### src/rtl/scs8hd_filt_pkg.sv
// Shared types for the scs8hd qualifying filter cells:
// FSM state encoding and the qualify-counter width helper.
package scs8hd_filt_pkg;

  typedef enum logic [1:0] {
    ST_LOW     = 2'b00,
    ST_QUAL_HI = 2'b01,
    ST_HIGH    = 2'b11,
    ST_QUAL_LO = 2'b10
  } filt_state_e;

  // ceil(log2(cycles+1)), never below 1
  function automatic int filt_cnt_w(input int cycles);
    int w;
    w = 1;
    for (int i = 1; i < 17; i++) begin
      if ((1 << i) < (cycles + 1)) w = i + 1;
    end
    return w;
  endfunction

endpackage

### src/rtl/scs8hd_sync_chain.sv
// N-flop level synchronizer, async active-low reset to 0.
// Shared by the clocked scs8hd cells.
module scs8hd_sync_chain #(
  parameter int N = 2
) (
  input  logic i_clk,
  input  logic i_rst_n,
  input  logic i_d,
  output logic o_q
);

  logic [N-1:0] r_chain;

  always_ff @(posedge i_clk or negedge i_rst_n) begin
    if (!i_rst_n) r_chain <= '0;
    else          r_chain <= {r_chain[N-2:0], i_d};
  end

  assign o_q = r_chain[N-1];

endmodule

### src/rtl/scs8hd_and3_filt.sv
// Synchronizes and debounces an AND3 output level; emits
// rise/fall strobes and a saturating qualified-rise count.
module scs8hd_and3_filt
  import scs8hd_filt_pkg::*;
#(
  parameter int SYNC_STAGES = 2,
  parameter int FILT_CYCLES = 4,
  parameter int CNT_W       = 8
) (
`ifdef SC_USE_PG_PIN
  input  logic             vpwr,
  input  logic             vgnd,
  input  logic             vpb,
  input  logic             vnb,
`endif
  input  logic             CLK,
  input  logic             RESETB,
  input  logic             D,
  input  logic             EN,
  input  logic             CLR,
  output logic             Q,
  output logic             RISE,
  output logic             FALL,
  output logic             BUSY,
  output logic [CNT_W-1:0] EVCNT
);

`ifndef SC_USE_PG_PIN
  logic vpwr;
  logic vgnd;
  logic vpb;
  logic vnb;
  assign vpwr = 1'b1;
  assign vpb  = 1'b1;
  assign vgnd = 1'b0;
  assign vnb  = 1'b0;
`endif

  localparam int CW = filt_cnt_w(FILT_CYCLES);
  localparam logic [CW-1:0] CNT_LAST = CW'(FILT_CYCLES - 1);
  localparam logic [CW-1:0] CNT_ONE  = CW'(1);

  filt_state_e r_state;
  filt_state_e w_state_nxt;
  logic [CW-1:0] r_cnt;
  logic [CW-1:0] w_cnt_nxt;
  logic w_s;
  logic w_en;
  logic w_pwr_ok;
  logic w_q_nxt;
  logic w_rise_nxt;
  logic w_fall_nxt;
  logic r_q;
  logic r_rise;
  logic r_fall;
  logic [CNT_W-1:0] r_evcnt;

  // unpowered rails hold the filter disabled
  assign w_pwr_ok = vpwr & vpb & ~vgnd & ~vnb;
  assign w_en     = EN & w_pwr_ok;

  scs8hd_sync_chain #(
    .N (SYNC_STAGES)
  ) u_sync (
    .i_clk   (CLK),
    .i_rst_n (RESETB),
    .i_d     (D),
    .o_q     (w_s)
  );

  always_comb begin
    w_state_nxt = r_state;
    w_cnt_nxt   = r_cnt;
    unique case (r_state)
      ST_LOW: begin
        if (w_en && w_s) begin
          if (FILT_CYCLES == 1) begin
            w_state_nxt = ST_HIGH;
          end else begin
            w_state_nxt = ST_QUAL_HI;
            w_cnt_nxt   = CNT_ONE;
          end
        end
      end
      ST_QUAL_HI: begin
        if (!w_en || !w_s) begin
          w_state_nxt = ST_LOW;
          w_cnt_nxt   = '0;
        end else if (r_cnt == CNT_LAST) begin
          w_state_nxt = ST_HIGH;
          w_cnt_nxt   = '0;
        end else begin
          w_cnt_nxt = r_cnt + CNT_ONE;
        end
      end
      ST_HIGH: begin
        if (w_en && !w_s) begin
          if (FILT_CYCLES == 1) begin
            w_state_nxt = ST_LOW;
          end else begin
            w_state_nxt = ST_QUAL_LO;
            w_cnt_nxt   = CNT_ONE;
          end
        end
      end
      ST_QUAL_LO: begin
        if (!w_en || w_s) begin
          w_state_nxt = ST_HIGH;
          w_cnt_nxt   = '0;
        end else if (r_cnt == CNT_LAST) begin
          w_state_nxt = ST_LOW;
          w_cnt_nxt   = '0;
        end else begin
          w_cnt_nxt = r_cnt + CNT_ONE;
        end
      end
      default: begin
        w_state_nxt = ST_LOW;
        w_cnt_nxt   = '0;
      end
    endcase
  end

  // aborted qualifications return to the stable state silently
  assign w_q_nxt    = (w_state_nxt == ST_HIGH) ||
                      (w_state_nxt == ST_QUAL_LO);
  assign w_rise_nxt = (w_state_nxt == ST_HIGH) &&
                      ((r_state == ST_LOW) ||
                       (r_state == ST_QUAL_HI));
  assign w_fall_nxt = (w_state_nxt == ST_LOW) &&
                      ((r_state == ST_HIGH) ||
                       (r_state == ST_QUAL_LO));

  always_ff @(posedge CLK or negedge RESETB) begin
    if (!RESETB) begin
      r_state <= ST_LOW;
      r_cnt   <= '0;
      r_q     <= 1'b0;
      r_rise  <= 1'b0;
      r_fall  <= 1'b0;
    end else begin
      r_state <= w_state_nxt;
      r_cnt   <= w_cnt_nxt;
      r_q     <= w_q_nxt;
      r_rise  <= w_rise_nxt;
      r_fall  <= w_fall_nxt;
    end
  end

  always_ff @(posedge CLK or negedge RESETB) begin
    if (!RESETB) begin
      r_evcnt <= '0;
    end else if (CLR) begin
      r_evcnt <= '0;
    end else if (r_rise && (r_evcnt != {CNT_W{1'b1}})) begin
      r_evcnt <= r_evcnt + CNT_W'(1);
    end
  end

  assign Q     = r_q;
  assign RISE  = r_rise;
  assign FALL  = r_fall;
  assign BUSY  = (r_state == ST_QUAL_HI) ||
                 (r_state == ST_QUAL_LO);
  assign EVCNT = r_evcnt;

endmodule

### config.mk
export PLATFORM = sky130hd
export DESIGN_NAME = scs8hd_and3_filt
export DESIGN_NICKNAME = d
export VERILOG_FILES = /design/src/rtl/scs8hd_filt_pkg.sv /design/src/rtl/scs8hd_sync_chain.sv /design/src/rtl/scs8hd_and3_filt.sv
export SDC_FILE = /design/constraint.sdc
export NUM_CORES = 1
export LEC_CHECK = 0
export BUFFER_PORTS_ARGS = -buffer_cell sky130_fd_sc_hd__buf_2
export CORE_MARGIN = 2
export CORE_UTILIZATION = 48
export DETAILED_ROUTE_END_ITERATION = 6
export GPL_ROUTABILITY_DRIVEN = 0
export PLACE_DENSITY = 0.73
export SYNTH_ARGS = -nofsm -noshare
export SYNTH_HDL_FRONTEND = slang
export SYNTH_SLANG_ARGS = --single-unit
### constraint.sdc
create_clock -name CLK -period 1.7 [get_ports CLK]
set_input_delay 0.34 -clock CLK [delete_from_list [all_inputs] [get_ports CLK]]
set_output_delay 0.34 -clock CLK [all_outputs]
set_load 0.02 [all_outputs]
==> results of run 1 <==
-- cells in the final DEF, fill, tap and decap left out, types with 3 or more instances in the layout --
cell / instances
nand2_1: 4
mux2_2: 3
clkbuf_4: 3
buf_2: 16
nor3_1: 3
nor2_1: 13
ha_2: 3
dfrtp_1: 15
o21ai_0: 4
inv_1: 3
a21oi_1: 3
nand3_1: 4
buf_4: 5
mux2i_1: 3
-- cell type report --
| class | count | area share |
|---|---|---|
| clock buffers | 3 | 0.0183 |
| clock inverters | 1 | 0.00408 |
| inverters | 5 | 0.0173 |
| multi-input cells | 73 | 0.480 |
| flip-flops and latches | 17 | 0.349 |
| well taps | 27 | 0.0275 |
| repair buffers | 22 | 0.104 |
-- what timing repair did --
item,4_1_cts,5_1_grt
buffers inserted,1,1
hold buffers,1,0
gates cloned,0,0
hold endpoints to repair,17,0
setup endpoints to repair,2,5
pin swaps,0,4
resized for setup,1,16
-- logic make-up after synthesis --
kind of cell | Yosys count | synth area share
muxes | 6 | 0.0673
xor gates and xnor gates | 2 | 0.0185
and+or+nand+nor | 36 | 0.186
buffers and inverters | 6 | 0.0237
DFF | 17 | 0.449
adders and majority gates | 6 | 0.0792
AOI/OAI and AO/OA | 23 | 0.177
-- flip-flops by register name, indices dropped and copies added, names as in the netlist --
| signal | cells |
|---|---|
| Q | 1 |
| u_sync.r_chain | 2 |
| RISE | 1 |
| r_cnt | 3 |
| EVCNT | 8 |
| FALL | 1 |
| r_state | 1 |
-- through the flow --
step / instances / util / setup TNS (ns)
floorplan: 96 / - / 0
CTS: 147 / 0.597 / -0.00537
global route: 148 / 0.645 / -0.0709
finish: 148 / 0.645 / 0
detailed placement: 141 / 0.570 / -0.00635
global placement: 141 / 0.570 / 0
-- per-layer routing --
metal | global-route usage | part of all wire | vias up
met5 | 0 | 0 | -
met4 | 0.0143 | 0 | 0
met3 | 0.0556 | 0.040 | 0
met2 | 0.333 | 0.53 | 17
met1 | 0.226 | 0.43 | 386
li1 | - | - | 405
-- how the worst max path moves through the flow --
stage | from | endpoint
after CTS | r_state[0] | FALL
after global placement | r_state[0] | FALL
after global routing | Q | FALL
final | Q | RISE
after detailed placement | Q | FALL
after floorplan | Q | FALL
-- cell usage after synthesis (2+ instances only) --
library cell,number
a21o_1,2
inv_1,5
and3_1,2
nand2b_1,2
o21ai_0,4
nor2b_1,3
mux2i_1,3
mux2_2,3
a21o_2,2
ha_1,6
o31ai_1,2
nand3_1,4
nand4_1,2
a21oi_1,4
nor3_1,3
nand2_1,4
nor2_1,13
dfrtp_1,17
-- worst max-delay path, delay by kind of cell, from the launching register on --
family	cells	cell delay, ns
flops	1	0.42
compound gates	4	0.73
fa+ha+maj	1	0.16
buf+inv	2	0.22
-- power by group through the flow --
stage / sequential, W / clock (W) / combinational (W)
2_1_floorplan: 0.000465 / 0 / 0.000210
3_3_place_gp: 0.000470 / 0 / 0.000295
3_5_place_dp: 0.000470 / 0 / 0.000311
4_1_cts: 0.000462 / 0.000215 / 0.000325
5_1_grt: 0.000474 / 0.000232 / 0.000481
6_report: 0.000469 / 0.000206 / 0.000435
==> impl_metrics.env, run 1 <==
export IMPL_total_power_w=0.00111
export IMPL_fin_worst_skew_ns=0.00166
export IMPL_ctsRootBufferMaster="clkbuf_4"
export IMPL_hp_start="D"
export IMPL_cp_slowest_cell="dfrtp_2"
export IMPL_cts_buffers=3
export IMPL_routed_wl_mm=2.07
export IMPL_crit_path_end_kind="register"
export IMPL_startpoint_type="register"
export IMPL_reg2reg_from="Q"
export IMPL_async_flop_share=1.00
export IMPL_clk_pin_slew_ns=0.09
export IMPL_max_slew_margin=0.741
export IMPL_seqCellArea_um2=428
export IMPL_peakVddDrop_v=0.000705
export IMPL_chipHeight_um=48.5
export IMPL_reg2reg_depth=7
export IMPL_syn_area_per_cell_um2=9.88
export IMPL_min_delay_path_depth=1
export IMPL_postSynthNetCount=107
export IMPL_synth_largest_area_cell="dfrtp_1"
export IMPL_port_buffers=16
export IMPL_fin_nets=133
export IMPL_p_clk_frac=0.186
export IMPL_synthCells=96
export IMPL_htreeDepth=1
export IMPL_cp_required_ns=1.85
export IMPL_hold_viol_final=0
export IMPL_clock_latency_ns=0.28
export IMPL_rsz0062_at_grt="true"
export IMPL_p_leak_nw=0.581
export IMPL_clockBufferDepth=2
export IMPL_r2r_end="RISE"
export IMPL_finalCritPeriodShare=0.983
export IMPL_fillers=162
export IMPL_clock_sinks=17
export IMPL_hold_path_class="input pin to register"
export IMPL_grt_pass1_vias=801
export IMPL_initial_utilization=0.499
export IMPL_p_comb_frac=0.392
export IMPL_antenna_left=0
export IMPL_place_hpwl_mm=1.48
export IMPL_switching_share=0.338
export IMPL_crit_chain="inv_4, ha_4, a21o_2, a32oi_2, o221ai_4, buf_4, a21boi_0"
export IMPL_cts_tree="done"
export IMPL_fin_crit_ns=1.67
export IMPL_antenna_found_initial=0
export IMPL_synth_top_area_share=0.449
export IMPL_antenna_cells=0
export IMPL_synth_edf_count=0
export IMPL_p_seq_frac=0.423
export IMPL_cp_arrival_ns=1.83
export IMPL_ios=17
export IMPL_reg2reg_setup_slack_ns=0.03
export IMPL_wl_per_cell_um=14.0
export IMPL_grt_max_degree=18
export IMPL_rows=16
export IMPL_max_stage_delay_ns=0.42
export IMPL_via_count=808
export IMPL_dpl_worst_slack_ns=-0.00635
export IMPL_setup_viol=0
export IMPL_synth_area_leaders="dfrtp_1 (45%), ha_1 (7.9%), nor2_1 (5.1%)"
export IMPL_dieArea_um2=2350
export IMPL_multi_input_area_um2=589
export IMPL_post_dp_cell_area_um2=1080
export IMPL_final_cell_area_um2=1230
export IMPL_slew_viol_final=0
export IMPL_cap_violations=0
export IMPL_hold_end="u_sync.r_chain[0]"
export IMPL_worst_pin_slew_ns=0.388
export IMPL_layout_drive_gt1_share=0.380
export IMPL_syn_area_um2=948
export IMPL_synth_ff_type="dfrtp_1"
export IMPL_p_int_w=0.000735
export IMPL_powerDensity_nw_per_um2=905
export IMPL_ys_warn_count=0
export IMPL_ys_ff_latch=17
export IMPL_grt_pass1_wl_mm=3.42
export IMPL_grt_usage=0.184
export IMPL_syn_to_final_growth_pct=29.4
export IMPL_drtIter0Drc=10
export IMPL_status="finished clean"
export IMPL_seq_area_frac_synth=0.449
export IMPL_fin_ws_ns=0.0291
export IMPL_critical_path_max_fanout=4
export IMPL_core_area_um2=1900
export IMPL_avgViaCountPerCell=5.46
export IMPL_ys_types=33
export IMPL_whs_ns=0.156
export IMPL_worstSetupPathType="register to register"
export IMPL_fmax_mhz=598
export IMPL_die_width_um=48.5
export IMPL_globalRouteOverflowTotal=0
export IMPL_dr_pass1_iters=4
export IMPL_drc=0
export IMPL_switchingPower_w=0.000375
Power figures use the tool's default switching activity.
==> run 2: changes to the inputs <==
--- a/config.mk
+++ b/config.mk
@@ -5,7 +5,9 @@
 export SDC_FILE = /design/constraint.sdc
 export NUM_CORES = 1
 export LEC_CHECK = 0
+export ABC_AREA = 1
 export BUFFER_PORTS_ARGS = -buffer_cell sky130_fd_sc_hd__buf_2
+export CAP_MARGIN = 10
 export CORE_MARGIN = 2
 export CORE_UTILIZATION = 48
 export DETAILED_ROUTE_END_ITERATION = 6
@@ -13,4 +15,5 @@
 export PLACE_DENSITY = 0.73
 export SYNTH_ARGS = -nofsm -noshare
 export SYNTH_HDL_FRONTEND = slang
+export SYNTH_HIERARCHICAL = 1
 export SYNTH_SLANG_ARGS = --single-unit
==> impl_metrics.env, run 2 <==
export IMPL_cts_buffers=3
export IMPL_hold_end="u_sync/r_chain[0]"
export IMPL_ys_types=18
export IMPL_p_clk_frac=0.209
export IMPL_via_count=879
export IMPL_routed_wl_mm=1.90
export IMPL_p_comb_frac=0.340
export IMPL_clk_pin_slew_ns=0.10
export IMPL_reg2reg_depth=6
export IMPL_peakVddDrop_v=0.000622
export IMPL_crit_path_end_kind="output pin"
export IMPL_setup_viol=0
export IMPL_final_core_util=0.580
export IMPL_fillers=192
export IMPL_fin_crit_ns=1.62
export IMPL_p_seq_frac=0.451
export IMPL_cp_slowest_cell="dfrtp_1"
export IMPL_rsz0062_at_grt="false"
export IMPL_wl_met1_um=880
export IMPL_synth_area_leaders="dfrtp_1 (43%), nand2_1 (16%), ha_1 (7.6%)"
export IMPL_antenna_found_initial=0
export IMPL_core_area_um2=1960
export IMPL_tns_ns=0
export IMPL_seqCellArea_um2=427
export IMPL_finalCritPeriodShare=0.951
export IMPL_antenna_left=0
export IMPL_synth_edf_count=0
export IMPL_route_met2_wl_um=929
export IMPL_startpoint_type="register"
export IMPL_worst_pin_slew_ns=0.380
export IMPL_clock_latency_ns=0.29
export IMPL_synthCells=128
export IMPL_syn_area_per_cell_um2=7.74
export IMPL_powerDensity_nw_per_um2=922
export IMPL_initial_utilization=0.505
export IMPL_crit_chain="inv_1, ha_1, buf_2"
export IMPL_layout_drive_gt1_share=0.174
export IMPL_highest_layer="met4"
export IMPL_postSynthNetCount=139
export IMPL_p_int_w=0.000658
export IMPL_fmax_mhz=619
export IMPL_hold_path_class="input pin to register"
export IMPL_syn_to_final_growth_pct=14.9
export IMPL_die_width_um=49.4
export IMPL_hp_start="D"
export IMPL_drtIter0Drc=14
export IMPL_port_buffers=16
export IMPL_p_leak_nw=0.635
export IMPL_cp_arrival_ns=1.28
export IMPL_dr_wl_met3_um=62
export IMPL_largest_register_ffs=8
export IMPL_ys_warn_count=6
export IMPL_slew_viol_final=0
export IMPL_switching_share=0.373
export IMPL_globalRouteOverflowTotal=0
export IMPL_r2r_end="EVCNT[5]"
export IMPL_async_flop_share=1.00
export IMPL_dr_pass1_iters=4
export IMPL_synth_ff_type="dfrtp_1"
export IMPL_wl_per_cell_um=10.8
export IMPL_ios=17
export IMPL_hold_viol_final=0
export IMPL_reg2reg_from="EVCNT[0]"
export IMPL_fin_worst_skew_ns=0.00800
export IMPL_mostFrequentLayoutCells="nand2_1 (42), dfrtp_1 (16), inv_1 (16), buf_2 (16), nor2_1 (14)"
export IMPL_cap_violations=0
export IMPL_clockBufferDepth=2
export IMPL_worstSetupPathType="register to output pin"
export IMPL_reg2reg_setup_slack_ns=0.31
export IMPL_synth_largest_area_cell="dfrtp_1"
export IMPL_multi_input_area_um2=494
export IMPL_max_slew_margin=0.746
export IMPL_htreeDepth=1
export IMPL_critical_path_max_fanout=4
export IMPL_switchingPower_w=0.000391
export IMPL_fin_nets=161
export IMPL_synth_top_area_share=0.429
export IMPL_dieArea_um2=2440
export IMPL_status="finished clean"
export IMPL_max_stage_delay_ns=0.39
export IMPL_grt_pass1_wl_mm=3.45
export IMPL_drc=0
export IMPL_ys_ff_latch=17
export IMPL_min_delay_path_depth=1
export IMPL_chipHeight_um=49.4
export IMPL_avgViaCountPerCell=4.99
export IMPL_cts_tree="done"
export IMPL_place_hpwl_mm=1.44
export IMPL_total_power_w=0.00105
export IMPL_rows=16
export IMPL_cp_startpoint="Q"
export IMPL_seq_area_frac_synth=0.429
export IMPL_cp_required_ns=1.36
export IMPL_grt_max_degree=18
export IMPL_syn_area_um2=991
export IMPL_layout_commonest_cell="nand2_1"
export IMPL_grt_pass1_vias=814
export IMPL_yosysMostFrequentCell="nand2_1"
export IMPL_grt_usage=0.183
export IMPL_clock_sinks=17
export IMPL_synth_commonest_cells="nand2_1 (42), dfrtp_1 (17), inv_1 (16)"
export IMPL_antenna_cells=0
export IMPL_ctsRootBufferMaster="clkbuf_4"
## run 2: power by group through the flow
| stage | Combinational [W] | Sequential, W | Clock (W) |
|---|---|---|---|
| global placement | 0.000334 | 0.000480 | 0 |
| detailed placement | 0.000344 | 0.000480 | 0 |
| floorplan | 0.000260 | 0.000478 | 0 |
| finish | 0.000357 | 0.000474 | 0.000219 |
| CTS | 0.000355 | 0.000472 | 0.000226 |
| global route | 0.000413 | 0.000481 | 0.000238 |
## run 2: final cells by class
class,count,share of cell area
Sequential cell,17,0.375
Clock buffer,4,0.0231
Inverter,16,0.0527
Multi-Input combinational cell,94,0.434
Timing Repair Buffer,18,0.0857
Tap cell,27,0.0297
## run 2: what timing repair did
item / 4_1_cts / 5_1_grt
setup endpoints to repair: 0 / 1
resized for setup: 0 / 1
hold buffers: 1 / 0
endpoints found under the hold margin: 17 / 0
setup buffers: 0 / 1
## run 2: stage by stage
| step | area (um^2) | setup WS (ns) | std cells | hold slack, ns |
|---|---|---|---|---|
| 2_1_floorplan | 991 | 0.273 | 128 | 0.0444 |
| 3_3_place_gp | 1090 | 0.334 | 170 | 0.278 |
| 3_5_place_dp | 1090 | 0.305 | 170 | 0.282 |
| 4_1_cts | 1130 | 0.0236 | 175 | 0.145 |
| 5_1_grt | 1140 | 0.0203 | 176 | 0.137 |
| 6_report | 1140 | 0.0833 | 176 | 0.152 |
## run 2: cells by family after synthesis
kind of cell / share of synthesized area
buffers and inverters: 0.0720
XOR/XNOR: 0.00884
AO/OA/AOI/OAI: 0.0530
adder cells (fa/ha/maj): 0.0758
flip-flops: 0.429
AND/OR/NAND/NOR: 0.361
## run 2: worst max-delay path by stage
stage | end | slack (ns) | cells after the start
after floorplan | r_cnt[2] | 0.27 | 6
after global placement | EVCNT[4] | 0.33 | 5
after detailed placement | RISE | 0.31 | 10
after CTS | BUSY | 0.02 | 3
after global routing | BUSY | 0.02 | 3
final | BUSY | 0.08 | 3
## run 2: layer usage
| metal | global-route usage | vias up |
|---|---|---|
| li1 | - | 451 |
| met1 | 0.229 | 406 |
| met2 | 0.309 | 17 |
| met3 | 0.0368 | 5 |
| met4 | 0.0741 | 0 |
| met5 | 0 | - |
## run 2: critical path: cells and delay by family, from the launching register on
| kind | cells | cell delay [ns] |
|---|---|---|
| flops | 1 | 0.39 |
| fa+ha+maj | 1 | 0.32 |
| buf+inv | 2 | 0.27 |
